## config.mk

```make
export PLATFORM = sky130hd
export DESIGN_NAME = mem_port_arbiter
export DESIGN_NICKNAME = d
export VERILOG_FILES = /design/src/rtl/mem_port_arbiter.sv
export SDC_FILE = /design/constraint.sdc
export NUM_CORES = 1
export LEC_CHECK = 0
export CORE_AREA = 2 2 168 88
export DETAILED_ROUTE_END_ITERATION = 8
export DIE_AREA = 0 0 170 90
export PLACE_DENSITY = 0.79
export SYNTH_ARGS = -nofsm -noshare
export SYNTH_HDL_FRONTEND = slang
export SYNTH_SLANG_ARGS = --single-unit
```

## constraint.sdc

```tcl
create_clock -name clk -period 5.3 [get_ports clk]
set_clock_uncertainty 0.05 [all_clocks]
set_input_delay 0.795 -clock clk [delete_from_list [all_inputs] [get_ports clk]]
set_output_delay 0.795 -clock clk [all_outputs]
set_load 0.005 [all_outputs]
```

## src/rtl/mem_port_arbiter.sv

```systemverilog
// rtl/mem_port_arbiter.sv - shares one variable-latency memory port between IF fetch and MEM load/store
// Optional fetch-starvation guard is enabled by defining ARB_FAIR_EN.
module mem_port_arbiter #(
   parameter int WORD       = 32,
   parameter int MAX_STREAK = 4
) (
   input  logic            clk,
   input  logic            reset,
   input  logic            i_req,
   input  logic [WORD-1:0] i_addr,
   output logic [WORD-1:0] i_rdata,
   output logic            i_ready,
   input  logic            d_req,
   input  logic            d_we,
   input  logic [WORD-1:0] d_addr,
   input  logic [WORD-1:0] d_wdata,
   output logic [WORD-1:0] d_rdata,
   output logic            d_ready,
   output logic            stall_if,
   output logic            stall_mem,
   output logic            mem_valid,
   output logic            mem_we,
   output logic [WORD-1:0] mem_addr,
   output logic [WORD-1:0] mem_wdata,
   input  logic            mem_ack,
   input  logic [WORD-1:0] mem_rdata
);

   typedef enum logic [1:0] {IDLE, I_BUSY, D_BUSY, RESP} state_t;

   state_t          state_q, state_d;
   logic            owner_data_q, owner_data_d;
   logic            mem_valid_q, mem_valid_d;
   logic            mem_we_q, mem_we_d;
   logic [WORD-1:0] mem_addr_q, mem_addr_d;
   logic [WORD-1:0] mem_wdata_q, mem_wdata_d;
   logic [WORD-1:0] i_rdata_q, i_rdata_d;
   logic [WORD-1:0] d_rdata_q, d_rdata_d;
   logic            grant_i, grant_d;

`ifdef ARB_FAIR_EN
   localparam int SW = $clog2(MAX_STREAK + 1);

   logic [SW-1:0] streak_q, streak_d;
   logic          fetch_turn;

   assign fetch_turn = (streak_q == SW'(MAX_STREAK));

   always_comb begin
      grant_i = (state_q == IDLE) && i_req && (!d_req || fetch_turn);
      grant_d = (state_q == IDLE) && d_req && !grant_i;
   end

   // Counts data grants that overtook a waiting fetch; saturates at MAX_STREAK.
   always_comb begin
      streak_d = streak_q;
      if (grant_i)
         streak_d = '0;
      else if (grant_d && i_req && !fetch_turn)
         streak_d = streak_q + SW'(1);
   end

   always_ff @(posedge clk or posedge reset) begin
      if (reset)
         streak_q <= '0;
      else
         streak_q <= streak_d;
   end
`else
   always_comb begin
      grant_d = (state_q == IDLE) && d_req;
      grant_i = (state_q == IDLE) && i_req && !d_req;
   end
`endif

   always_ff @(posedge clk or posedge reset) begin
      if (reset) begin
         state_q      <= IDLE;
         owner_data_q <= 1'b0;
         mem_valid_q  <= 1'b0;
         mem_we_q     <= 1'b0;
         mem_addr_q   <= '0;
         mem_wdata_q  <= '0;
         i_rdata_q    <= '0;
         d_rdata_q    <= '0;
      end else begin
         state_q      <= state_d;
         owner_data_q <= owner_data_d;
         mem_valid_q  <= mem_valid_d;
         mem_we_q     <= mem_we_d;
         mem_addr_q   <= mem_addr_d;
         mem_wdata_q  <= mem_wdata_d;
         i_rdata_q    <= i_rdata_d;
         d_rdata_q    <= d_rdata_d;
      end
   end

   always_comb begin
      state_d = state_q;
      case (state_q)
         IDLE: begin
            if (grant_i)
               state_d = I_BUSY;
            else if (grant_d)
               state_d = D_BUSY;
         end
         I_BUSY, D_BUSY: begin
            if (mem_ack)
               state_d = RESP;
         end
         RESP:    state_d = IDLE;
         default: state_d = IDLE;
      endcase
   end

   // Access attributes are latched at grant and held until the next grant.
   always_comb begin
      owner_data_d = owner_data_q;
      mem_valid_d  = grant_i || grant_d;
      mem_we_d     = mem_we_q;
      mem_addr_d   = mem_addr_q;
      mem_wdata_d  = mem_wdata_q;
      i_rdata_d    = i_rdata_q;
      d_rdata_d    = d_rdata_q;
      if (grant_d) begin
         owner_data_d = 1'b1;
         mem_we_d     = d_we;
         mem_addr_d   = d_addr;
         mem_wdata_d  = d_wdata;
      end else if (grant_i) begin
         owner_data_d = 1'b0;
         mem_we_d     = 1'b0;
         mem_addr_d   = i_addr;
         mem_wdata_d  = '0;
      end
      if (state_q == I_BUSY && mem_ack)
         i_rdata_d = mem_rdata;
      if (state_q == D_BUSY && mem_ack && !mem_we_q)
         d_rdata_d = mem_rdata;
   end

   always_comb begin
      i_ready   = (state_q == RESP) && !owner_data_q;
      d_ready   = (state_q == RESP) && owner_data_q;
      stall_if  = i_req && !i_ready;
      stall_mem = d_req && !d_ready;
      mem_valid = mem_valid_q;
      mem_we    = mem_we_q;
      mem_addr  = mem_addr_q;
      mem_wdata = mem_wdata_q;
      i_rdata   = i_rdata_q;
      d_rdata   = d_rdata_q;
   end

endmodule

```

==> summary.txt, run 1 <==
outcome: finished, final reports clean
Detailed Routing Iterations Pass 1: 4
CTS resizes: 0
f_max: 341 MHz
#FFs+latches synth: 133
switching share of power: 0.278
Final Cycle Share: 0.554
Clock Tree Buf Depth: 2
grt ovf: 0
FFs w/ async S/R, synth: 1.00
post-synthesis cell type count: 29
Worst VDD drop: 0.000288 V
PwrDens: 592 nW/um^2
syn avg cell area: 15.7 sq um
cell count after synthesis: 345
unrepaired setup endpoints after global routing: false
Static Leak: 3.76 nW
initial core utilization: 0.388
filler instances: 1000
final instance area: 8840 sq um
DRC: 0
RePlAce Congestion: 0.764
IO Pins: 268
root buffer cell: clkbuf_16
Worst setup EP type: primary output
CTS tree: yes
cts hold-fix bufs: 0
Reg clk slew, reported paths: 0.05 ns
P_int: 3.78 mW
number of synthesized flops with an enable pin: 0
commonest non-fill, non-tap cell in the layout: clkdlybuf4s50_1
max cap viols: 0
Die ar.: 15300 sq um
type of the worst setup path: primary input to primary output
Synth area leader: dfrtp_1
maximum fanout along the worst path: 7
sequential share of power: 0.346
die width: 170 um
Final Hold Vio Count: 0
most frequent cells in the layout: 267 x clkdlybuf4s50_1, 133 x dfrtp_1, 98 x mux2_2
DRT Wirelength: 14.4 mm
Slew headroom: 0.189
DP Wirelength: 10.7 mm
die height: 90 um
Post-DP Area: 8240 sq um
worst path required time: 4.45 ns
initial antenna violation count: 0
Slew Limit Fails: 0
share of cells above drive strength 1: 0.221
core area: 14000 sq um
Seq/Total Area, Yosys: 0.615
Final Setup Violations: 0
drt via density: 4.79
Area contributors post-synth: dfrtp_1 61%, mux2_2 20%, mux2_1 6.2%
Port Buffers: 267
gr usage total: 0.190
Psw: 1.45 mW
largest net degree at the start of global routing: 59
reg2reg setup slack: 2.99 ns
Yosys warning total: 0
nets@finish: 756
Post-CTS Setup Bufs: 0
CP Launch Type: primary input
Worst-Margin Slew: 1.22 ns
vias in the first global route: 4275
Clk pwr share: 0.230
post-synth top area share: 0.615
H-Tree Depth: 4
clk_lat worst skew: 0.40 ns
crit path DAT: 2.09 ns
Routed Antenna Nets: 0
Cell Area, Synth: 5420 sq um
Comb power frac: 0.424
ys flop type: dfrtp_1
Row Count: 31
hold crit path type: register to register
clk sink count: 133
synth-to-layout area growth: 63.3%
routed length per instance: 17.7 um
first-pass GRT wire length: 22.6 mm
minimum clock period: 2.93 ns
Final TNS setup: 0 ns
syn_nets: 484
Diodes inserted: 0
total CTS buffers: 17
DR vias: 3886
Initial DRC Count: 125
-- cell families after synthesis --
family	after synthesis	synth area share
AOI/OAI and AO/OA	41	0.0665
DFF	133	0.615
muxes	128	0.266
and+or+nand+nor	13	0.0150
adders and majority gates	5	0.0116
buffers and inverters	25	0.0261
-- final cells by class --
cell class | count | area, sq um | share of cell area
flip-flops and latches | 133 | 3330 | 0.376
repair buffers | 273 | 2720 | 0.307
multi-input cells | 187 | 1950 | 0.220
clock buffers | 19 | 433 | 0.0489
well taps | 181 | 226 | 0.0256
clock inverters | 13 | 173 | 0.0195
inverters | 5 | 21.3 | 0.00240
-- metrics by stage --
stage                     power [mW]  setup slack (ns)  utilization  cells  hold WS [ns]
after floorplan                 2.71             0.901            -    345         0.415
after global placement          3.97              2.36        0.590    779         0.436
after detailed placement        4.07              2.36        0.590    779         0.442
after CTS                       5.30              2.36        0.633    811         0.455
after global routing            5.53              2.34        0.633    811         0.460
final                           5.23              2.37        0.633    811         0.450
-- cells in the mapped netlist, types with 2 or more instances --
master / count
mux2_1: 30
buf_4: 3
nor2b_1: 3
ha_1: 5
clkbuf_1: 2
buf_6: 3
buf_2: 11
a22o_1: 33
inv_1: 5
mux2_2: 98
o311a_1: 2
dfrtp_1: 133
-- flip-flops by register name, indices dropped and copies added (netlist names) --
register      count
d_rdata          32
state_q           2
owner_data_q      1
i_rdata          32
mem_wdata        32
mem_we            1
mem_valid         1
mem_addr         32
-- layer usage --
layer  track usage  part of all wire  vias to the layer above
li1              -                 -                     1798
met5             0                 0                        -
met1         0.223              0.42                     1919
met3        0.0652             0.078                       11
met2         0.333              0.49                      158
met4        0.0534            0.0095                        0
-- worst paths after layout --
path,start,endpoint,cells past startpoint
worst max-delay path,d_req,stall_mem,3
worst min-delay path,mem_addr[6],mem_addr[6],1
worst max register to register,state_q[1],mem_addr[13],5
worst min register to register,mem_addr[6],mem_addr[6],1
max in group asynchronous,reset,mem_addr[10],3
min in group asynchronous,reset,d_rdata[12],2
-- power by group through the flow --
stage                     sequential (mW)  clock [mW]  combinational [mW]
final                                1.81        1.20                2.22
after global routing                 1.88        1.28                2.37
after detailed placement             1.82           0                2.25
after CTS                            1.82        1.23                2.25
after global placement               1.79           0                2.18
after floorplan                      1.83           0               0.879
-- critical path: stages --
cell and delay, ns:
clkdlybuf4s50_1 0.62, nor2b_1 0.17, clkdlybuf4s50_1 0.50
(Power assumes the default switching activity.)
==> run 2, diff against run 1 <==
clock period = 2.9 ns   (was 5.3 ns; I/O delays follow)
==> run 2 against run 1 <==
Against the previous run:
- sequential share of layout area decreased by 0.14 points
- total power increased by 82%
- hold slack improved by 0.0025 ns
- sequential power increased by 83%
- global-route usage decreased by 0.089 points
- first-iteration DRC count decreased by 8.8%
- critical path depth increased by 1
- cell area increased by 0.38%
- worst setup slack got worse by 1.8 ns
- register-to-register slack got worse by 2.1 ns
- clock power increased by 78%
- core utilization increased by 0.24 points
- critical endpoint unchanged
- largest cell class unchanged
==> summary.txt, run 2 (same netlist as run 1, synthesis figures left out) <==
Detailed Routing Iterations Pass 1: 4 (unchanged)
core area: 14000 sq um (unchanged)
Final Setup Violations: 0 (unchanged)
total CTS buffers: 17 (unchanged)
Final TNS setup: 0 ns (unchanged)
hold crit path type: register to register (unchanged)
first-pass GRT wire length: 22.8 mm (was 22.6 mm)
nets@finish: 758 (was 756)
die height: 90 um (unchanged)
drt via density: 4.77 (was 4.79)
f_max: 437 MHz
PwrDens: 1070 nW/um^2 (was 592 nW/um^2)
Final Cycle Share: 0.790
final instance area: 8880 sq um (was 8840 sq um)
vias in the first global route: 4279 (was 4275)
worst path required time: 2.41 ns (was 4.45 ns)
Final Hold Vio Count: 0 (unchanged)
clk_lat worst skew: 0.39 ns (was 0.40 ns)
Post-DP Area: 8280 sq um (was 8240 sq um)
commonest non-fill, non-tap cell in the layout: clkdlybuf4s50_1 (unchanged)
reg2reg setup slack: 0.88 ns (was 2.99 ns)
Slew Limit Fails: 0 (unchanged)
unrepaired setup endpoints after global routing: false (unchanged)
share of cells above drive strength 1: 0.225 (was 0.221)
Clock Tree Buf Depth: 2 (unchanged)
clk sink count: 133 (unchanged)
Diodes inserted: 0 (unchanged)
Die ar.: 15300 sq um (unchanged)
DR vias: 3876 (was 3886)
largest net degree at the start of global routing: 95 (was 59)
die width: 170 um (unchanged)
DP Wirelength: 10.6 mm (was 10.7 mm)
synth-to-layout area growth: 64.0% (was 63.3%)
Worst VDD drop: 0.000538 V (was 0.000288 V)
Static Leak: 3.77 nW (was 3.76 nW)
Initial DRC Count: 114 (was 125)
type of the worst setup path: register to primary output (was primary input to primary output)
Routed Antenna Nets: 0 (unchanged)
IO Pins: 268 (unchanged)
routed length per instance: 17.4 um (was 17.7 um)
CTS tree: yes (unchanged)
initial antenna violation count: 0 (unchanged)
Worst-Margin Slew: 0.502 ns (was 1.22 ns)
cts hold-fix bufs: 0 (unchanged)
CTS resizes: 0 (unchanged)
gr usage total: 0.190 (about the same)
post-route insts no fill: 813 (was 811)
DRT Wirelength: 14.2 mm (was 14.4 mm)
most frequent cells in the layout: 267 x clkdlybuf4s50_1, 133 x dfrtp_1, 98 x mux2_2 (unchanged)
maximum fanout along the worst path: 4 (was 7)
grt ovf: 0 (unchanged)
Port Buffers: 267 (unchanged)
crit path DAT: 1.81 ns (was 2.09 ns)
CP Launch Type: register (was primary input)
root buffer cell: clkbuf_16 (unchanged)
DRC: 0 (unchanged)
placed instance count: 781 (was 779)
minimum clock period: 2.29 ns
initial core utilization: 0.388 (unchanged)
Row Count: 31 (unchanged)
Worst setup EP type: primary output (unchanged)
max cap viols: 0 (unchanged)
Post-CTS Setup Bufs: 0 (unchanged)
outcome: finished, final reports clean (unchanged)
Reg clk slew, reported paths: 0.06 ns (was 0.05 ns)
RePlAce Congestion: 0.754 (was 0.764)
Slew headroom: 0.665 (was 0.189)
H-Tree Depth: 4 (unchanged)
Final Util: 0.636 (was 0.633)
run 2: cell count changes in the layout (fill, tap and decap cells not counted), sizes merged:
cell / previous run / this run
buf: 6 / 8
clkinvlp: 1 / 3
bufinv: 3 / 2
clkbuf: 19 / 20
clkinv: 5 / 4
inv: 9 / 8
run 2: layout make-up:
cell class              count  area [sq um]
well taps                 181           226
repair buffers            275          2760
flip-flops and latches    133          3330
fillers                  1049          5080
inverters                   5          22.5
multi-input cells         187          1950
clock buffers              20           457
clock inverters            12           141
run 2: final timing paths:
| check | cells past startpoint | to | startpoint |
|---|---|---|---|
| setup / recovery | 4 | stall_mem | state_q[0] |
| hold / removal | 1 | mem_addr[9] | mem_addr[9] |
| setup reg to reg | 5 | mem_addr[28] | state_q[1] |
| hold reg to reg | 1 | mem_addr[9] | mem_addr[9] |
| max in group asynchronous | 3 | mem_addr[0] | reset |
| min in group asynchronous | 3 | d_rdata[16] | reset |
run 2: critical path, cell delays in order, from the launching register on:
cell and delay (ns):
dfrtp_1 0.41, ha_1 0.22, and2_1 0.16, nor2b_1 0.11, clkdlybuf4s50_1 0.50
run 2: layer usage:
layer	part of all wire	track usage	routed length (um)	vias up
li1	-	-	-	1802
met1	0.42	0.226	5910	1925
met2	0.49	0.326	6940	143
met3	0.089	0.0744	1250	6
met4	0.0037	0.0406	53	0
met5	0	0	0	-
run 2: metrics by stage:
stage / worst slack [ns] / hold slack, ns / total power [mW]
5_1_grt: 0.492 / 0.463 / 10.1
3_3_place_gp: 0.652 / 0.436 / 7.29
6_report: 0.609 / 0.452 / 9.52
2_1_floorplan: 0.764 / 0.415 / 4.96
3_5_place_dp: 0.592 / 0.440 / 7.45
4_1_cts: 0.576 / 0.456 / 9.64
run 2: where the power goes:
group	total [mW]	internal (mW)	leakage (nW)	switching [mW]
clock	2.14	1.33	0.288	0.812
sequential	3.31	2.80	1.63	0.510
combinational	4.07	2.75	1.85	1.32
==> run 3, diff against run 2 <==
clock period = 2.3 ns   (was 2.9 ns; I/O delays follow)
==> run 3 against run 2 <==
Against the previous run:
- non-clock buffer count rose by 3
- cell count is 0.37% higher
- first-iteration DRC count grew 1.8%
- largest power group unchanged
- cell area grew 1.0%
- global-route usage rose by 0.45 points
- critical endpoint unchanged
- sequential power grew 26%
- register-to-register slack lost 0.67 ns
==> summary.txt, run 3 (same netlist as run 1, synthesis figures left out) <==
DRT Wirelength: 14.6 mm (was 14.2 mm)
CP startpoint: state_q[1] (was state_q[0])
Detailed Routing Iterations Pass 1: 4 (unchanged)
commonest non-fill, non-tap cell in the layout: clkdlybuf4s50_1 (unchanged)
FF-to-FF End: mem_addr[13] (was mem_addr[28])
clk_lat worst skew: 0.39 ns (about the same)
maximum fanout along the worst path: 4 (unchanged)
critical-path cell list: ha_1, and2_1, nor2b_1, clkdlybuf4s50_1 (unchanged)
type of the worst setup path: register to primary output (unchanged)
RR Startpoint: state_q[0] (was state_q[1])
DR vias: 3931 (was 3876)
Psw: 3.37 mW (was 2.64 mW)
f_max: 462 MHz
crit path DAT: 1.77 ns (was 1.81 ns)
synth-to-layout area growth: 65.7% (was 64.0%)
Clock Tree Buf Depth: 2 (unchanged)
P_int: 8.82 mW (was 6.88 mW)
slowest cell on the critical path: clkdlybuf4s50_1 (unchanged)
unrepaired setup endpoints after global routing: false (unchanged)
hold crit path type: primary input to async pin (was register to register)
routed length per instance: 17.9 um (was 17.4 um)
reg2reg setup slack: 0.21 ns (was 0.88 ns)
Hold Slack: 0.362 ns (was 0.452 ns)
Final Hold Vio Count: 0 (unchanged)
IO Pins: 268 (unchanged)
total CTS buffers: 17 (unchanged)
Reg clk slew, reported paths: 0.06 ns (about the same)
Setup crit end: stall_mem (unchanged)
sequential share of power: 0.343 (was 0.348)
max cap viols: 0 (unchanged)
Final Cycle Share: 0.940
CTS tree: yes (unchanged)
top cell family by delay on the critical path: buffers and inverters (unchanged)
Initial DRC Count: 116 (was 114)
DRC: 0 (unchanged)
critical path's largest stage delay: 0.51 ns (was 0.50 ns)
largest net degree at the start of global routing: 69 (was 95)
most frequent cells in the layout: 267 x clkdlybuf4s50_1, 133 x dfrtp_1, 98 x mux2_2 (unchanged)
core area: 14000 sq um (unchanged)
worst path required time: 1.90 ns (was 2.41 ns)
Diodes inserted: 0 (unchanged)
Comb power frac: 0.431 (was 0.427)
nets@finish: 761 (was 758)
drt via density: 4.82 (was 4.77)
share of cells above drive strength 1: 0.228 (was 0.225)
cells on worst reg2reg path: 7 (was 5)
vias in the first global route: 4382 (was 4279)
grt ovf: 0 (unchanged)
Static Leak: 3.82 nW (was 3.77 nW)
Worst setup EP type: primary output (unchanged)
Buf+Inv Stages, Crit Path: 1 (unchanged)
gr usage total: 0.194 (was 0.190)
root buffer cell: clkbuf_16 (unchanged)
PwrDens: 1360 nW/um^2 (was 1070 nW/um^2)
Final Setup Violations: 0 (unchanged)
die width: 170 um (unchanged)
Slew Limit Fails: 0 (unchanged)
H-Tree Depth: 4 (unchanged)
Die ar.: 15300 sq um (unchanged)
initial core utilization: 0.388 (unchanged)
clk sink count: 133 (unchanged)
die height: 90 um (unchanged)
first-pass GRT wire length: 23.2 mm (was 22.8 mm)
minimum clock period: 2.16 ns
initial antenna violation count: 0 (unchanged)
CTS resizes: 0 (unchanged)
Routed Antenna Nets: 0 (unchanged)
DP Wirelength: 10.8 mm (was 10.6 mm)
RePlAce Congestion: 0.788 (was 0.754)
Port Buffers: 267 (unchanged)
cts hold-fix bufs: 0 (unchanged)
Worst VDD drop: 0.000562 V (was 0.000538 V)
Worst-Margin Slew: 0.369 ns (was 0.502 ns)
CP Launch Type: register (unchanged)
Final TNS setup: 0 ns (unchanged)
switching share of power: 0.276 (was 0.277)
Row Count: 31 (unchanged)
Crit path depth: 4 (unchanged)
Slew headroom: 0.754 (was 0.665)
outcome: finished, final reports clean (unchanged)
Clk pwr share: 0.227 (was 0.225)
run 3: cell count changes in the layout (fill, tap and decap cells not counted), sizes merged:
cell | before | now
bufinv | 2 | 3
clkbuf | 20 | 18
clkinv | 4 | 5
buf | 8 | 11
run 3: worst register-to-register path, cell delays in order, from the launching register on:
cell	delay, ns
dfrtp_1	0.38
buf_4	0.15
inv_1	0.11
ha_1	0.27
nand2_2	0.18
buf_12	0.22
mux2_1	0.35
mux2_2	0.26
run 3: metrics by stage:
stage | instance area (sq um) | utilization | setup slack [ns] | total power [mW] | std cells
after floorplan | 5420 | - | 0.254 | 6.25 | 345
after global placement | 8340 | 0.597 | 0.195 | 9.28 | 781
after detailed placement | 8340 | 0.597 | 0.119 | 9.48 | 781
after CTS | 8950 | 0.641 | 0.0652 | 12.3 | 813
after global routing | 8970 | 0.642 | 0.0226 | 12.9 | 816
final | 8970 | 0.642 | 0.137 | 12.2 | 816
run 3: layout make-up:
| type | count | area [sq um] |
|---|---|---|
| timing repair buffer | 278 | 2840 |
| clock buffer | 18 | 429 |
| fill | 1034 | 4990 |
| tap | 181 | 226 |
| sequential | 133 | 3330 |
| inverter | 5 | 22.5 |
| clock inverter | 14 | 176 |
| multi-input combinational | 187 | 1950 |
run 3: what timing repair did:
action / 4_1_cts / 5_1_grt
endpoints found under the setup margin: 0 / 2
hold endpoints to repair: 0 / 0
buffers inserted: 0 / 3
run 3: worst min path at each step:
stage | depth (start not counted) | start | endpoint
detailed placement | 1 | mem_wdata[28] | mem_wdata[28]
global route | 3 | reset | i_rdata[14]
finish | 3 | reset | i_rdata[14]
global placement | 1 | d_rdata[20] | d_rdata[20]
floorplan | 1 | owner_data_q | owner_data_q
CTS | 3 | reset | d_rdata[10]
run 3: power by group through the flow:
stage	Clock [mW]	Sequential [mW]	Combinational (mW)
after detailed placement	0	4.21	5.27
after floorplan	0	4.22	2.03
after global routing	2.93	4.32	5.63
final	2.76	4.18	5.25
after global placement	0	4.15	5.12
after CTS	2.82	4.19	5.28
run 3: metal layers:
layer / vias up / share of wire / global-route usage
met3: 15 / 0.084 / 0.0731
met1: 1948 / 0.42 / 0.234
met2: 156 / 0.48 / 0.324
li1: 1812 / - / -
met5: - / 0 / 0
met4: 0 / 0.012 / 0.0605
